`src/rtl/bcd_pkg.sv`:
```
// Shared types and constants for the packed-BCD arithmetic stages.
// No timing or flow control; definitions only.
package bcd_pkg;

  localparam int DIGIT_W = 4;
  localparam int BCD_MAX = 9;

  typedef enum logic [1:0] {
    IDLE = 2'd0,
    RUN  = 2'd1,
    DONE = 2'd2
  } state_t;

endpackage

```
`src/rtl/mul5bcd.sv`:
```
// Combinational BCD digit times 5, split into tens and units digits.
// Zero latency; no flow control. Undefined for digit > 9 (caller must flag it).
module mul5bcd
  import bcd_pkg::*;
(
  input  logic [DIGIT_W-1:0] d_i,
  output logic [DIGIT_W-1:0] tens_o,
  output logic [DIGIT_W-1:0] units_o
);

  // d*5 = (d/2)*10 + (d odd ? 5 : 0), so tens is a shift and units is 0 or 5.
  assign tens_o  = {1'b0, d_i[DIGIT_W-1:1]};
  assign units_o = d_i[0] ? 4'd5 : 4'd0;

endmodule

```
`src/rtl/bcd_mul5_seq.sv`:
```
// Multiplies an N-digit packed-BCD operand by 5, one digit per clk, LSD first.
// start to done takes N+1 cycles; start is ignored (not queued) unless IDLE.
module bcd_mul5_seq
  import bcd_pkg::*;
#(
  parameter int N = 4
) (
  input  logic                   clk,
  input  logic                   rst,
  input  logic                   start,
  input  logic [DIGIT_W*N-1:0]   num,
  output logic                   busy,
  output logic                   done,
  output logic                   err,
  output logic [DIGIT_W*(N+1)-1:0] result
);

  localparam int IW = (N > 1) ? $clog2(N) : 1;
  localparam logic [IW-1:0] LAST_IDX = IW'(N - 1);

  state_t                     state_q, state_d;
  logic [DIGIT_W*N-1:0]       opnd_q, opnd_d;
  logic [DIGIT_W-1:0]         carry_q, carry_d;
  logic [IW-1:0]              idx_q, idx_d;
  logic [DIGIT_W*(N+1)-1:0]   result_q, result_d;
  logic                       err_q, err_d;
  logic                       busy_q, busy_d;
  logic                       done_q, done_d;

  logic [DIGIT_W-1:0]         cur_digit;
  logic [DIGIT_W-1:0]         cur_tens;
  logic [DIGIT_W-1:0]         cur_units;

  assign cur_digit = opnd_q[DIGIT_W-1:0];

  mul5bcd u_mul5bcd (
    .d_i     (cur_digit),
    .tens_o  (cur_tens),
    .units_o (cur_units)
  );

  always_comb begin
    state_d  = state_q;
    opnd_d   = opnd_q;
    carry_d  = carry_q;
    idx_d    = idx_q;
    result_d = result_q;
    err_d    = err_q;
    busy_d   = 1'b0;
    done_d   = 1'b0;

    case (state_q)
      IDLE: begin
        if (start) begin
          opnd_d   = num;
          carry_d  = '0;
          idx_d    = '0;
          result_d = '0;
          err_d    = 1'b0;
          busy_d   = 1'b1;
          state_d  = RUN;
        end
      end

      RUN: begin
        busy_d = 1'b1;
        if (cur_digit > DIGIT_W'(BCD_MAX)) begin
          err_d    = 1'b1;
          result_d = '0;
          busy_d   = 1'b0;
          done_d   = 1'b1;
          state_d  = DONE;
        end else begin
          // units is 0 or 5 and carry is at most 4, so the sum never needs correction.
          result_d[idx_q*DIGIT_W +: DIGIT_W] = cur_units + carry_q;
          carry_d = cur_tens;
          opnd_d  = opnd_q >> DIGIT_W;
          idx_d   = idx_q + 1'b1;
          if (idx_q == LAST_IDX) begin
            result_d[N*DIGIT_W +: DIGIT_W] = cur_tens;
            busy_d  = 1'b0;
            done_d  = 1'b1;
            state_d = DONE;
          end
        end
      end

      DONE: begin
        state_d = IDLE;
      end

      default: begin
        state_d = IDLE;
      end
    endcase
  end

  always_ff @(posedge clk) begin
    if (rst) begin
      state_q  <= IDLE;
      opnd_q   <= '0;
      carry_q  <= '0;
      idx_q    <= '0;
      result_q <= '0;
      err_q    <= 1'b0;
      busy_q   <= 1'b0;
      done_q   <= 1'b0;
    end else begin
      state_q  <= state_d;
      opnd_q   <= opnd_d;
      carry_q  <= carry_d;
      idx_q    <= idx_d;
      result_q <= result_d;
      err_q    <= err_d;
      busy_q   <= busy_d;
      done_q   <= done_d;
    end
  end

  assign busy   = busy_q;
  assign done   = done_q;
  assign err    = err_q;
  assign result = result_q;

endmodule

```
`config.mk`:
```
export PLATFORM = sky130hd
export DESIGN_NAME = bcd_mul5_seq
export DESIGN_NICKNAME = d
export VERILOG_FILES = /design/src/rtl/bcd_pkg.sv /design/src/rtl/mul5bcd.sv /design/src/rtl/bcd_mul5_seq.sv
export SDC_FILE = /design/constraint.sdc
export NUM_CORES = 1
export LEC_CHECK = 0
export BUFFER_PORTS_ARGS = -buffer_cell sky130_fd_sc_hd__buf_2
export CORE_MARGIN = 2
export CORE_UTILIZATION = 54
export CTS_CLUSTER_SIZE = 16
export DETAILED_ROUTE_END_ITERATION = 10
export HOLD_SLACK_MARGIN = 0.15
export MAX_ROUTING_LAYER = met4
export PLACE_DENSITY = 0.77
export REMOVE_ABC_BUFFERS = 1
export SYNTH_ARGS = -nofsm -noshare
export SYNTH_HDL_FRONTEND = slang
export SYNTH_SLANG_ARGS = --single-unit
```
`constraint.sdc`:
```
create_clock -name clk -period 2.5 [get_ports clk]
set_input_delay 0.25 -clock clk [delete_from_list [all_inputs] [get_ports clk]]
set_output_delay 0.25 -clock clk [all_outputs]
set_load 0.1 [all_outputs]
```
==> results by group <==
Status
  • Status: finished, final reports clean

Drt
  • Routed Antenna Nets: 0
  • WL final: 4350 um
  • TritonRoute pass-1 iters: 4
  • Number of vias in the routed layout: 1693
  • Vias per Instance: 5.66
  • WL per Instance: 14.6 um
  • Initial drt markers: 49
  • # DRC: 0

Global routing
  • Gr usage total: 21.6%
  • Largest net degree at the start of global routing: 26
  • Initial antenna violation count: 0
  • Vias in the first global route: 1615
  • First-pass GRT wire length: 7110 um
  • Total grt overflow: 0

Clock network
  • # hold bufs at CTS: 0
  • CTS H-tree depth: 2
  • Clock net sink count: 46
  • Clk buf depth: 2
  • Post-CTS Setup Bufs: 0
  • Post-CTS Resized: 0
  • CTS tree: yes
  • Clock latency on the worst-skew pair: 0.30 ns
  • Root Buffer: clkbuf_8
  • CTS clk-pin slew, worst paths: 0.08 ns
  • TritonCTS Buffers: 5

Timing
  • Setup TNS: 0 ns
  • Least-Margin Pin Slew: 0.672 ns
  • Fin. Hold Viols: 0
  • Slew HR: 55.1%
  • Unrepaired setup endpoints after global routing: no
  • Worst setup margin: 0.509 ns
  • Max Slew Vio Count: 0
  • Period minus WS final: 1.99 ns
  • Fmax achieved: 0.502 GHz
  • Max Clock Skew: 0.00801 ns
  • Final Cycle Share: 79.6%
  • Setup violations, final: 0

Synthesis
  • Synth Flop Type: dfxtp_1
  • Share of flip-flops with an asynchronous set or reset: 0%
  • Post-Syn Area: 2110 um^2
  • #FFs+latches synth: 46
  • Syn Area/Cell: 10.0 um^2
  • Post-Synthesis Cells: 211
  • Yosys warns: 0
  • Post-synth EDFFs: 0
  • Netlist cell types: 44
  • Register area share after synthesis: 43.6%

Power
  • LEAKAGE: 1.02 nW
  • Power per cell area: 632 nW/um^2
  • Maximum VDD drop: 0.382 mV
  • Total Power: 1.53 mW

Job
  • Max cap viols: 0

Die
  • I/O pin count: 42
  • Rows: 22
  • Starting Density: 56.9%
  • Die Wd: 66.6 um
  • Die Y: 66.6 um
  • Core area: 3720 um^2
  • Die area: 4430 um^2

Layout
  • Layout Nets: 279
  • Fillers: 322
  • Diode count: 0
  • Synth-to-Final Area Change: 14.3%
  • Share of cells above drive strength 1: 26.7%
  • Finished layout cell area: 2420 um^2
  • Final Non-Filler Cells: 299

Placement
  • I/O Buffers: 41
  • Post-DP HPWL: 3140 um
  • Routability cong.: 0.818
  • DP Worst Slack: 0.558 ns
  • Placed cell area: 2320 um^2
  • Placed Cells: 291

Setup path
  • Worst-path cell chain: inv_1 > ha_1 > or3b_1 > nor3_1 > a22oi_1 > o2bb2ai_1
  • CP startpoint kind: flop
  • Slowest CP cell: or3b_1
  • Critical Path Max Stage Delay: 0.44 ns
  • CP Data Arrival Time: 2.22 ns
  • Crit path required time: 2.73 ns
  • WP buf/inv: 1
  • Setup crit end kind: flop
  • Worst Path Max Fanout: 6
  • CP delay by family, top: simple AND/OR/NAND/NOR gates
  • Critical path type: reg2reg

Worst hold path
  • Worst Hold Class: in2reg
report_power, final:
group,internal (mW),switching [mW]
clock,0.223,0.237
combinational,0.0916,0.175
sequential,0.769,0.0304
worst register-to-register path, delay by kind of cell, from the launching register on:
kind	cells	cell delay, ns
buffers and inverters	1	0.11
flip-flops	1	0.43
AND/OR/NAND/NOR	2	0.72
AO/OA/AOI/OAI	2	0.30
adder cells (fa/ha/maj)	1	0.37
cells by family (layout without fill, tap and decap cells):
family / count (synthesis) / after routing / synth area share, %
buffers and inverters: 18 / 58 / 4.91
adder cells (fa/ha/maj): 10 / 10 / 5.92
multiplexers: 1 / 1 / 0.473
AND/OR/NAND/NOR: 70 / 70 / 16.6
AO/OA/AOI/OAI: 65 / 65 / 28.1
XOR/XNOR: 1 / 1 / 0.414
flip-flops: 46 / 46 / 43.6
layout make-up:
class / count / area (um^2) / share of cell area, %
clock buffer: 7 / 86.3 / 3.57
multi-input combinational: 147 / 1090 / 45.1
timing repair buffer: 45 / 235 / 9.74
sequential: 46 / 921 / 38.1
clock inverter: 1 / 5.00 / 0.207
inverter: 5 / 18.8 / 0.777
tap: 48 / 60.1 / 2.49
sequential cells by signal, summed over array words and instances, names as in the netlist:
signal   cells
carry_q      3
idx_q        2
opnd_q      16
busy         1
err          1
state_q      2
result      20
done         1
cells in the final DEF (no fill, tap or decap), types with 5 or more instances in the layout:
cell type   n
dfxtp_1    46
buf_2      41
nand2_1    30
nor2_1     18
a21oi_1    12
ha_1       10
a22o_1      8
a32o_1      8
a311oi_2    6
clkbuf_8    6
inv_1       5
a311oi_1    5
per-stage QoR:
stage	hold slack (ns)	util (%)
global placement	0.452	62.6
global route	0.199	65.0
finish	0.184	65.0
floorplan	0.318	-
CTS	0.179	65.0
detailed placement	0.447	62.6
cells in the mapped netlist (3+ instances only):
cell       instances  area share (%)
nor4bb_1           4             1.9
nor3_1             4            0.95
buf_2              4            0.95
o211ai_1           4             1.4
nand2_1           30             5.3
a22oi_1            4             1.4
inv_1              5            0.89
a32o_1             8             3.8
ha_1              10             5.9
a311oi_2           6             4.3
o21ai_4            4             3.1
dfxtp_1           46              44
a311oi_1           5             2.1
buf_6              3             1.6
o2bb2ai_1          3             1.2
nor2_1            18             3.2
a21oi_1           12             2.8
a22o_1             8             3.3
metal layers:
metal  GRT usage (%)  vias up  share of wire (%)
met5               -        -                  0
met4            7.40        0                1.3
met3            5.57        6                4.2
met2            36.8       41                 48
met1            24.8      783                 46
li1                -      863                  -
final timing paths:
check,from,endpoint,slack [ns],cells past startpoint
max,idx_q[1],result[18],0.51,6
min,num[15],opnd_q[15],0.18,3
max reg2reg,idx_q[1],result[18],0.51,6
min reg2reg,result[4],result[4],0.47,1
(Power assumes the default switching activity.)
